[src/rtl/body_draw_sequencer_pkg.sv]
// rtl/body_draw_sequencer_pkg.sv - shared types, widths and defaults for the body draw sequencer
package body_draw_sequencer_pkg;

  localparam int COORD_W         = 10;
  localparam int LINE_W          = 6;
  localparam int COLOR_W         = 10;
  localparam int NUM_LINES_DEF   = 48;
  localparam int SETTLE_CYC_DEF  = 2;

  localparam logic [COLOR_W-1:0] DRAW_COLOR_DEF  = 10'h3FF;
  localparam logic [COLOR_W-1:0] ERASE_COLOR_DEF = 10'h000;

  // Frame sequencer states, 3-bit encoding.
  typedef enum logic [2:0] {
    ST_IDLE  = 3'd0,
    ST_LATCH = 3'd1,
    ST_SETUP = 3'd2,
    ST_START = 3'd3,
    ST_WAIT  = 3'd4,
    ST_NEXT  = 3'd5,
    ST_SWAP  = 3'd6,
    ST_DONE  = 3'd7
  } state_t;

  typedef enum logic {
    PASS_ERASE = 1'b0,
    PASS_DRAW  = 1'b1
  } pass_t;

  // Head, left-hand and right-hand centres in the order the LUT expects.
  typedef struct packed {
    logic [COORD_W-1:0] hcx;
    logic [COORD_W-1:0] hcy;
    logic [COORD_W-1:0] lcx;
    logic [COORD_W-1:0] lcy;
    logic [COORD_W-1:0] rcx;
    logic [COORD_W-1:0] rcy;
  } pose_t;

  function automatic logic is_last_line(input logic [LINE_W-1:0] cnt, input int num_lines);
    return cnt == LINE_W'(num_lines - 1);
  endfunction

endpackage

[src/rtl/body_draw_sequencer_if.sv]
// rtl/body_draw_sequencer_if.sv - frame request, pose and drawer handshake bundle
interface body_draw_sequencer_if;
  import body_draw_sequencer_pkg::*;

  logic               iFrame_req;
  logic               iEnable;
  logic [COORD_W-1:0] iHcx;
  logic [COORD_W-1:0] iHcy;
  logic [COORD_W-1:0] iLcx;
  logic [COORD_W-1:0] iLcy;
  logic [COORD_W-1:0] iRcx;
  logic [COORD_W-1:0] iRcy;
  logic [COORD_W-1:0] oOldhcx;
  logic [COORD_W-1:0] oOldhcy;
  logic [COORD_W-1:0] oOldlcx;
  logic [COORD_W-1:0] oOldlcy;
  logic [COORD_W-1:0] oOldrcx;
  logic [COORD_W-1:0] oOldrcy;
  logic [LINE_W-1:0]  oLineCount;
  logic [COLOR_W-1:0] oColor;
  logic               oLine_start;
  logic               iLine_done;
  logic               oBusy;
  logic               oFrame_done;

  // Host side: frame source plus the line drawer.
  modport master (
    output iFrame_req, iEnable, iHcx, iHcy, iLcx, iLcy, iRcx, iRcy, iLine_done,
    input  oOldhcx, oOldhcy, oOldlcx, oOldlcy, oOldrcx, oOldrcy,
    input  oLineCount, oColor, oLine_start, oBusy, oFrame_done
  );

  // Sequencer side.
  modport slave (
    input  iFrame_req, iEnable, iHcx, iHcy, iLcx, iLcy, iRcx, iRcy, iLine_done,
    output oOldhcx, oOldhcy, oOldlcx, oOldlcy, oOldrcx, oOldrcy,
    output oLineCount, oColor, oLine_start, oBusy, oFrame_done
  );

endinterface

[src/rtl/body_draw_sequencer_settle.sv]
// rtl/body_draw_sequencer_settle.sv - LUT settle delay counter (load, decrement, zero flag)
module body_draw_sequencer_settle #(
  parameter int SETTLE_CYC = 2
) (
  input  logic clk,
  input  logic rst_n,
  input  logic load,
  input  logic dec,
  output logic zero
);

  // Loaded with SETTLE_CYC-1 so that SETUP lasts exactly SETTLE_CYC cycles.
  localparam int              CNT_W    = (SETTLE_CYC > 1) ? $clog2(SETTLE_CYC) : 1;
  localparam logic [CNT_W-1:0] LOAD_VAL = CNT_W'(SETTLE_CYC - 1);

  logic [CNT_W-1:0] cnt_q;
  logic [CNT_W-1:0] cnt_d;

  // Next count: reload wins over decrement; saturate at zero.
  always_comb begin
    cnt_d = cnt_q;
    if (load) begin
      cnt_d = LOAD_VAL;
    end else if (dec && (cnt_q != '0)) begin
      cnt_d = cnt_q - CNT_W'(1);
    end
  end

  // Count register.
  always_ff @(posedge clk or negedge rst_n) begin
    if (!rst_n) begin
      cnt_q <= '0;
    end else begin
      cnt_q <= cnt_d;
    end
  end

  assign zero = (cnt_q == '0);

endmodule

[src/rtl/body_draw_sequencer.sv]
// rtl/body_draw_sequencer.sv - per-frame line sequencer for the body LUT and line drawer (option: BODY_SEQ_ERASE_EN)
module body_draw_sequencer
  import body_draw_sequencer_pkg::*;
#(
  parameter int                 NUM_LINES   = NUM_LINES_DEF,
  parameter int                 SETTLE_CYC  = SETTLE_CYC_DEF,
  parameter logic [COLOR_W-1:0] DRAW_COLOR  = DRAW_COLOR_DEF,
  parameter logic [COLOR_W-1:0] ERASE_COLOR = ERASE_COLOR_DEF
) (
  input logic                  iCLK,
  input logic                  iRST_N,
  body_draw_sequencer_if.slave bus
);

  state_t             state_q, state_d;
  pose_t              old_pose_q, old_pose_d;
  logic [LINE_W-1:0]  line_cnt_q, line_cnt_d;
  logic [COLOR_W-1:0] color_q, color_d;
  logic               line_start_q, line_start_d;
  logic               busy_q, busy_d;
  logic               frame_done_q, frame_done_d;

  logic               settle_load;
  logic               settle_dec;
  logic               settle_zero;
  pose_t              in_pose;

`ifdef BODY_SEQ_ERASE_EN
  // The new pose is held aside until the old figure is fully erased.
  pose_t              new_pose_q, new_pose_d;
  pass_t              pass_q, pass_d;
`endif

  assign in_pose = {bus.iHcx, bus.iHcy, bus.iLcx, bus.iLcy, bus.iRcx, bus.iRcy};

  body_draw_sequencer_settle #(
    .SETTLE_CYC (SETTLE_CYC)
  ) u_settle (
    .clk   (iCLK),
    .rst_n (iRST_N),
    .load  (settle_load),
    .dec   (settle_dec),
    .zero  (settle_zero)
  );

  // Next-state and registered-output decode for the frame sequencer.
  always_comb begin
    state_d      = state_q;
    old_pose_d   = old_pose_q;
    line_cnt_d   = line_cnt_q;
    color_d      = color_q;
    busy_d       = busy_q;
    line_start_d = 1'b0;
    frame_done_d = 1'b0;
    settle_load  = 1'b0;
    settle_dec   = 1'b0;
`ifdef BODY_SEQ_ERASE_EN
    new_pose_d   = new_pose_q;
    pass_d       = pass_q;
`endif

    case (state_q)
      ST_IDLE: begin
        // Only IDLE accepts requests; anything arriving while busy is dropped.
        if (bus.iFrame_req && bus.iEnable) begin
          state_d = ST_LATCH;
          busy_d  = 1'b1;
        end
      end

      ST_LATCH: begin
        line_cnt_d  = '0;
        settle_load = 1'b1;
        state_d     = ST_SETUP;
`ifdef BODY_SEQ_ERASE_EN
        // LUT keeps seeing the old pose so the erase pass hits the drawn figure.
        new_pose_d  = in_pose;
        pass_d      = PASS_ERASE;
        color_d     = ERASE_COLOR;
`else
        old_pose_d  = in_pose;
        color_d     = DRAW_COLOR;
`endif
      end

      ST_SETUP: begin
        if (settle_zero) begin
          state_d      = ST_START;
          line_start_d = 1'b1;
        end else begin
          settle_dec = 1'b1;
        end
      end

      ST_START: begin
        state_d = ST_WAIT;
      end

      ST_WAIT: begin
        // Done may already be high if the drawer was idle; take it immediately.
        if (bus.iLine_done) begin
          state_d = ST_NEXT;
        end
      end

      ST_NEXT: begin
        if (is_last_line(line_cnt_q, NUM_LINES)) begin
`ifdef BODY_SEQ_ERASE_EN
          if (pass_q == PASS_ERASE) begin
            state_d = ST_SWAP;
          end else begin
            state_d      = ST_DONE;
            frame_done_d = 1'b1;
            busy_d       = 1'b0;
            color_d      = ERASE_COLOR;
          end
`else
          state_d      = ST_DONE;
          frame_done_d = 1'b1;
          busy_d       = 1'b0;
          color_d      = ERASE_COLOR;
`endif
        end else begin
          line_cnt_d  = line_cnt_q + LINE_W'(1);
          settle_load = 1'b1;
          state_d     = ST_SETUP;
        end
      end

`ifdef BODY_SEQ_ERASE_EN
      ST_SWAP: begin
        old_pose_d  = new_pose_q;
        line_cnt_d  = '0;
        pass_d      = PASS_DRAW;
        color_d     = DRAW_COLOR;
        settle_load = 1'b1;
        state_d     = ST_SETUP;
      end
`endif

      ST_DONE: begin
        state_d = ST_IDLE;
      end

      default: begin
        state_d = ST_IDLE;
      end
    endcase
  end

  // Sequencer state and output registers; reset aborts any frame in flight.
  always_ff @(posedge iCLK or negedge iRST_N) begin
    if (!iRST_N) begin
      state_q      <= ST_IDLE;
      old_pose_q   <= '0;
      line_cnt_q   <= '0;
      color_q      <= ERASE_COLOR;
      line_start_q <= 1'b0;
      busy_q       <= 1'b0;
      frame_done_q <= 1'b0;
    end else begin
      state_q      <= state_d;
      old_pose_q   <= old_pose_d;
      line_cnt_q   <= line_cnt_d;
      color_q      <= color_d;
      line_start_q <= line_start_d;
      busy_q       <= busy_d;
      frame_done_q <= frame_done_d;
    end
  end

`ifdef BODY_SEQ_ERASE_EN
  // Shadow pose and pass tracking for the erase-then-draw sequence.
  always_ff @(posedge iCLK or negedge iRST_N) begin
    if (!iRST_N) begin
      new_pose_q <= '0;
      pass_q     <= PASS_ERASE;
    end else begin
      new_pose_q <= new_pose_d;
      pass_q     <= pass_d;
    end
  end
`endif

  assign bus.oOldhcx     = old_pose_q.hcx;
  assign bus.oOldhcy     = old_pose_q.hcy;
  assign bus.oOldlcx     = old_pose_q.lcx;
  assign bus.oOldlcy     = old_pose_q.lcy;
  assign bus.oOldrcx     = old_pose_q.rcx;
  assign bus.oOldrcy     = old_pose_q.rcy;
  assign bus.oLineCount  = line_cnt_q;
  assign bus.oColor      = color_q;
  assign bus.oLine_start = line_start_q;
  assign bus.oBusy       = busy_q;
  assign bus.oFrame_done = frame_done_q;

endmodule

[src/flat_wrapper.sv]
// flat-port wrapper written by rule: the top's interface ports become plain ports
module body_draw_sequencer_flat import body_draw_sequencer_pkg::*;
#(
  parameter int                 NUM_LINES   = NUM_LINES_DEF,
  parameter int                 SETTLE_CYC  = SETTLE_CYC_DEF,
  parameter logic [COLOR_W-1:0] DRAW_COLOR  = DRAW_COLOR_DEF,
  parameter logic [COLOR_W-1:0] ERASE_COLOR = ERASE_COLOR_DEF
)
  (iCLK, iRST_N, bus_iFrame_req, bus_iEnable, bus_iHcx, bus_iHcy, bus_iLcx, bus_iLcy, bus_iRcx, bus_iRcy, bus_iLine_done, bus_oOldhcx, bus_oOldhcy, bus_oOldlcx, bus_oOldlcy, bus_oOldrcx, bus_oOldrcy, bus_oLineCount, bus_oColor, bus_oLine_start, bus_oBusy, bus_oFrame_done);
  body_draw_sequencer_if bus_i ();
  input logic iCLK;
  input logic iRST_N;
  input wire logic [$bits(bus_i.iFrame_req)-1:0] bus_iFrame_req;
  input wire logic [$bits(bus_i.iEnable)-1:0] bus_iEnable;
  input wire logic [$bits(bus_i.iHcx)-1:0] bus_iHcx;
  input wire logic [$bits(bus_i.iHcy)-1:0] bus_iHcy;
  input wire logic [$bits(bus_i.iLcx)-1:0] bus_iLcx;
  input wire logic [$bits(bus_i.iLcy)-1:0] bus_iLcy;
  input wire logic [$bits(bus_i.iRcx)-1:0] bus_iRcx;
  input wire logic [$bits(bus_i.iRcy)-1:0] bus_iRcy;
  input wire logic [$bits(bus_i.iLine_done)-1:0] bus_iLine_done;
  output wire logic [$bits(bus_i.oOldhcx)-1:0] bus_oOldhcx;
  output wire logic [$bits(bus_i.oOldhcy)-1:0] bus_oOldhcy;
  output wire logic [$bits(bus_i.oOldlcx)-1:0] bus_oOldlcx;
  output wire logic [$bits(bus_i.oOldlcy)-1:0] bus_oOldlcy;
  output wire logic [$bits(bus_i.oOldrcx)-1:0] bus_oOldrcx;
  output wire logic [$bits(bus_i.oOldrcy)-1:0] bus_oOldrcy;
  output wire logic [$bits(bus_i.oLineCount)-1:0] bus_oLineCount;
  output wire logic [$bits(bus_i.oColor)-1:0] bus_oColor;
  output wire logic [$bits(bus_i.oLine_start)-1:0] bus_oLine_start;
  output wire logic [$bits(bus_i.oBusy)-1:0] bus_oBusy;
  output wire logic [$bits(bus_i.oFrame_done)-1:0] bus_oFrame_done;
  assign bus_i.iFrame_req = bus_iFrame_req;
  assign bus_i.iEnable = bus_iEnable;
  assign bus_i.iHcx = bus_iHcx;
  assign bus_i.iHcy = bus_iHcy;
  assign bus_i.iLcx = bus_iLcx;
  assign bus_i.iLcy = bus_iLcy;
  assign bus_i.iRcx = bus_iRcx;
  assign bus_i.iRcy = bus_iRcy;
  assign bus_i.iLine_done = bus_iLine_done;
  assign bus_oOldhcx = bus_i.oOldhcx;
  assign bus_oOldhcy = bus_i.oOldhcy;
  assign bus_oOldlcx = bus_i.oOldlcx;
  assign bus_oOldlcy = bus_i.oOldlcy;
  assign bus_oOldrcx = bus_i.oOldrcx;
  assign bus_oOldrcy = bus_i.oOldrcy;
  assign bus_oLineCount = bus_i.oLineCount;
  assign bus_oColor = bus_i.oColor;
  assign bus_oLine_start = bus_i.oLine_start;
  assign bus_oBusy = bus_i.oBusy;
  assign bus_oFrame_done = bus_i.oFrame_done;
  body_draw_sequencer #(.NUM_LINES(NUM_LINES), .SETTLE_CYC(SETTLE_CYC), .DRAW_COLOR(DRAW_COLOR), .ERASE_COLOR(ERASE_COLOR)) u_core (.iCLK(iCLK), .iRST_N(iRST_N), .bus(bus_i));
endmodule
[config.mk]
export PLATFORM = sky130hd
export DESIGN_NAME = body_draw_sequencer_flat
export DESIGN_NICKNAME = d
export VERILOG_FILES = /design/src/rtl/body_draw_sequencer_pkg.sv /design/src/rtl/body_draw_sequencer_if.sv /design/src/rtl/body_draw_sequencer_settle.sv /design/src/rtl/body_draw_sequencer.sv /design/src/flat_wrapper.sv
export SDC_FILE = /design/constraint.sdc
export NUM_CORES = 1
export LEC_CHECK = 0
export BUFFER_PORTS_ARGS = -buffer_cell sky130_fd_sc_hd__buf_2
export CAP_MARGIN = 20
export CORE_MARGIN = 2
export CORE_UTILIZATION = 48
export DETAILED_ROUTE_END_ITERATION = 16
export PLACE_DENSITY = 0.81
export SYNTH_ARGS = -nofsm -noshare
export SYNTH_HDL_FRONTEND = slang
export SYNTH_HIERARCHICAL = 1
export SYNTH_SLANG_ARGS = --single-unit
export TNS_END_PERCENT = 30
[constraint.sdc]
create_clock -name iCLK -period 1.9 [get_ports iCLK]
set_input_delay 0.19 -clock iCLK [delete_from_list [all_inputs] [get_ports iCLK]]
set_output_delay 0.19 -clock iCLK [all_outputs]
set_load 0.02 [all_outputs]
## After elaboration in Yosys (flattened, before gate mapping)

Cells that the tools add are included.

- Reduce and logical (&&, ||, !) cells: 10
- $add $sub $neg: 2
- Multiplexer cells: 22
- Equality and inequality tests: 11

Operators by type and width:

| operator | number |
|---|---|
| $pmux W10 S2 | 1 |
| $pmux W3 S6 | 1 |
| $mux W3 | 4 |
| $pmux W6 S2 | 1 |
| $mux W1 | 11 |
| $mux W10 | 1 |
| $add A6 B1 Y6 const B | 1 |
| $eq A3 B2 Y1 const B | 2 |
| $eq A3 B3 Y1 const B | 2 |
| $eq A6 B6 Y1 const B | 1 |
| $mux W6 | 1 |
| $ne A2 B2 Y1 const B | 3 |
| $reduce_and A3 Y1 | 2 |
| $reduce_bool A2 Y1 | 3 |
| $ne A2 B1 Y1 const B | 2 |
| $pmux W1 S2 | 2 |
| $reduce_and A2 Y1 | 2 |
| $eq A3 B1 Y1 const B | 1 |
| $logic_not A3 Y1 | 1 |
| $logic_and A1 B1 Y1 | 2 |
| $sub A1 B1 Y1 const B | 1 |

- Output and inout bits: 79
- Bits of input ports: 65
- Register bits after elaboration: 83
- Word-level logic and storage cells: 58

## Longest topological paths before layout

- Depth after elaboration: 5
- Mapped depth: 5
- Gate-level depth less buffers: 5

## Cells and area by module

The synthesis kept the hierarchy.

By module, submodules not included:

| module | area an instance (µm²) | cells an instance | instances | sequential area each (µm²) |
|---|---|---|---|---|
| body_draw_sequencer | 3311.9 | 205 | 1 | 1826.8 |
| body_draw_sequencer_settle | 40.0 | 3 | 1 | 25.0 |

## Least setup slack after synthesis

OpenSTA, ideal clock, no wires.

- Kind: register to register
- Start: register u_core.line_cnt_q[1] (netlist: u_core/bus.oLineCount[1])
- End: register u_core.line_cnt_q[1] (netlist: u_core/bus.oLineCount[1])
- Clock period less this slack: 1.584 ns
- Data required time: 1.774 ns
- Stages on the path, launching flop included: 5
- Path buffers: 0
- Arrival time: 1.458 ns
- Path slack: 0.316 ns
- Library setup time: 0.126 ns
- Cells stage by stage: dfrtp_1 ha_1 nand3_4 or2_1 a221o_1

- Cells in the longest elaborated chain, start to end: 3
- Elaborated cells between the ends (all ways): 6
- Those cells by class: 1 x add/sub; 2 x eq/ne; 2 x mux; 1 x reduce/logical

Ends and longest elaborated chain:

| element | line | text |
|---|---|---|
| start, declared | body_draw_sequencer.sv:17 | `logic [LINE_W-1:0] line_cnt_q, line_cnt_d;` |
| start signal, assigned | body_draw_sequencer.sv:164 | `line_cnt_q <= line_cnt_d;` |
| $add A6 B1 Y6 / $eq A6 B6 Y1 (equally long branches) | body_draw_sequencer.sv:124, body_draw_sequencer_pkg.sv:41 |  |
| $mux W6 / $ne A2 B2 Y1 (equally long branches) | -- |  |
| $pmux W6 S2 / $reduce_and A2 Y1 (equally long branches) | -- |  |

Several ways; a longest one is shown, not always the timed one. The select of a mux whose other input is x is not followed.
A chain may end at the register's enable or synchronous reset.

## Worst setup path in the final report

- Start: register u_core.state_q[1]
- End: register u_core.old_pose_q, in the netlist u_core/bus.oOldrcy[5]

- Cells in the longest elaborated chain, start to end: 1

Ends and longest elaborated chain:

| element | line | text |
|---|---|---|
| start, declared | body_draw_sequencer.sv:15 | `state_t state_q, state_d;` |
| start signal, assigned | body_draw_sequencer.sv:162 | `state_q <= state_d;` |
| $eq A3 B1 Y1 | body_draw_sequencer.sv:62 | `case (state_q)` |
| end signal, assigned | body_draw_sequencer.sv:163 | `old_pose_q <= old_pose_d;` |
| end, declared | body_draw_sequencer.sv:16 | `pose_t old_pose_q, old_pose_d;` |

No other way between the ends.

==> impl_metrics.yaml <==
synth:
  netlist_top_cells_area: "dfrtp_1, mux2_4, buf_12"
  yosysMostFrequentCell: "dfrtp_1"
  synthCells: 208
  yosysUniqueCellTypes: 38
  synth_area_sq_um: 3350
  yosys.area_share.simple: 0.0523
  synth_top_family_by_area: "multiplexers"
  synthFlopType: "dfrtp_1"
  synthArstFlopShare: 1.00
  syn_avg_cell_area_sq_um: 16.1
  yosysWarningCount: 6
  syn_nets: 274
  synthMuxAreaShare: 0.267
  synth_top_cell_area_share: 0.552
  synth_common_cells: "dfrtp_1, mux2_4, buf_4"
  synth_edf_count: 0
  synth_compound_area_frac: 0.0459
  ys_seq_area_frac: 0.552
  synth.largest_area_cell: "dfrtp_1"
  synth-seq-cells: 74
  synthAdderAreaFrac: 0.00373
  synthXorXnorAreaFrac: 0
cts:
  cts_max_path_buffers: 2
  ctsHtreeMaxLevel: 3
  cts_made_buffers: 9
  cts_tree: "done"
  clock_sinks: 74
  insertion_delay_ns: 0.33
  clock-root-buffer: "clkbuf_8"
  post_cts_buffers: 0
  clkTransAtPathRegs_ns: 0.08
final_layout:
  diodes: 0
  finish.utilization: 0.622
  register_area_sq_um: 1850
  area_delta_synth_final_pct: 26.1
  multiInputGateArea_sq_um: 1230
  finalNonFillerCells: 448
  final_cell_area_sq_um: 4230
  finalNetCount: 413
  drive_gt1_frac: 0.642
  fill_cells: 535
placed_design:
  io_buffers: 143
  place_ws_ns: 0.275
  dp_hpwl_microns: 4620
  gp_congestion: 0.845
  place.detailed.instances: 431
  place_area_sq_um: 4010
power:
  ir_worst_vdd_mv: 0.615
  total_power_mw: 7.43
  power-per-cell-area_nw_per_um2: 1760
  power.leakage_nw: 2.14
sta:
  setup_viol: 0
  maxSlewHeadroom: 0.702
  fmax_mhz: 613
  setup_tns_ns: 0
  finClkSkew_ns: 0.00767
  post-route-period-util: 0.859
  final_hold_viol_count: 0
  tightest_slew_ns: 0.447
  hold_ws_ns: 0.0797
  fin_ws_ns: 0.268
  grt_setup_unrepaired: "false"
  layout_min_cycle_time_ns: 1.63
  maxSlewViolCount: 0
setup_path:
  end_kind: "flip-flop"
  startpoint: "u_core/state_q[1]$_DFFE_PN0P_"
  crit_family: "flip-flops"
  crit_type: "reg2reg"
  startpoint_type: "flip-flop"
  rr_startpoint: "u_core/state_q[1]$_DFFE_PN0P_"
  path_max_fanout: 36
  crit_required_ns: 2.12
  slowest_delay_ns: 0.49
  path_buf_inv: 1
  cp.arrival_ns: 1.85
  path_cells: "nor3b_4, buf_12, mux2_2"
  crit_slowest_cell: "dfrtp_1"
global_route:
  grt_pass1_wl_microns: 9900
  grt_pass1_vias: 2112
  grtUsageMet3: 0.0462
  use_met1: 0.205
  grtUsageMet2: 0.275
  grt_max_degree: 41
  track_usage: 0.168
  grt_overflow_total: 0
  grt_busiest_layer: "met2"
  antenna_found_initial: 0
floorplan:
  die_x_microns: 87.6
  fp.coreArea_sq_um: 6790
  placementRows: 30
  initial_core_util: 0.493
  io_pins: 144
  die-area_sq_um: 7670
  die_h_microns: 87.6
worst_hold_path:
  hold_path_class: "in2reg"
  min-delay-start: "bus_iLcy[5]"
status:
  status: "finished clean"
flow_run:
  maxCapViolCount: 0
routing:
  vias: 2120
  drtIter0Drc: 55
  antenna_left: 0
  route.detailed.drc: 0
  routed_wl_microns: 6450
  avgRoutedWirePerCell_microns: 14.4
  vias_per_cell: 4.73
  firstDrtPassIters: 4
==> flip-flops by register name, summed over array words and instances (netlist names), 3 cells and up <==
| register | flops |
|---|---|
| u_core/bus.oOldrcy | 10 |
| u_core/bus.oOldhcx | 10 |
| u_core/bus.oOldlcy | 10 |
| u_core/state_q | 3 |
| u_core/bus.oLineCount | 6 |
| u_core/bus.oOldrcx | 10 |
| u_core/bus.oOldlcx | 10 |
| u_core/bus.oOldhcy | 10 |
==> final cells by class <==
type                    instances  area share
flip-flops and latches         74       0.438
clock inverters                 3      0.0110
inverters                       5     0.00444
clock buffers                  13      0.0376
repair buffers                148       0.188
well taps                      96      0.0284
multi-input cells             109       0.292
==> per-layer routing <==
layer | part of all wire | vias up
met4 | 0.013 | 0
met1 | 0.42 | 1034
met5 | 0 | -
li1 | - | 1004
met3 | 0.064 | 9
met2 | 0.50 | 73
==> cells in the final DEF, fill, tap and decap left out, drive strengths merged, types with 3 or more instances in the layout <==
cell type  instances
buf              147
dfrtp             74
mux2              60
clkbuf            13
nand2              8
inv                6
nor2               4
o21ai              4
a21oi              3
and3               3
==> where the power goes <==
part           internal [mW]  switching (mW)  leakage, nW  total [mW]
combinational           1.76            1.72         1.15        3.48
sequential              2.29           0.420        0.887        2.71
clock                  0.685           0.549        0.100        1.23
==> final timing paths <==
check,endpoint,slack (ns),cells past startpoint
worst max-delay path,u_core/bus.oOldrcy[5]$_DFFE_PN0P_,0.27,3
worst min-delay path,u_core/bus.oOldlcy[5]$_DFFE_PN0P_,0.08,2
worst max register to register,u_core/bus.oOldrcy[5]$_DFFE_PN0P_,0.27,3
worst min register to register,u_core/bus.oOldrcy[5]$_DFFE_PN0P_,0.51,1
max in group asynchronous,u_core/bus.oOldlcy[7]$_DFFE_PN0P_,1.01,3
min in group asynchronous,u_core/bus.oOldrcy[2]$_DFFE_PN0P_,0.32,2
==> cell families after synthesis <==
family | Yosys count
AOI/OAI and AO/OA | 20
and+or+nand+nor | 28
DFF | 74
muxes | 60
adders and majority gates | 1
buffers and inverters | 25
==> repair_timing <==
item | in CTS | in global routing
endpoints found under the hold margin | 34 | 0
hold buffers | 1 | 0
gates resized for setup | 0 | 0
Power figures use the tool's default switching activity.
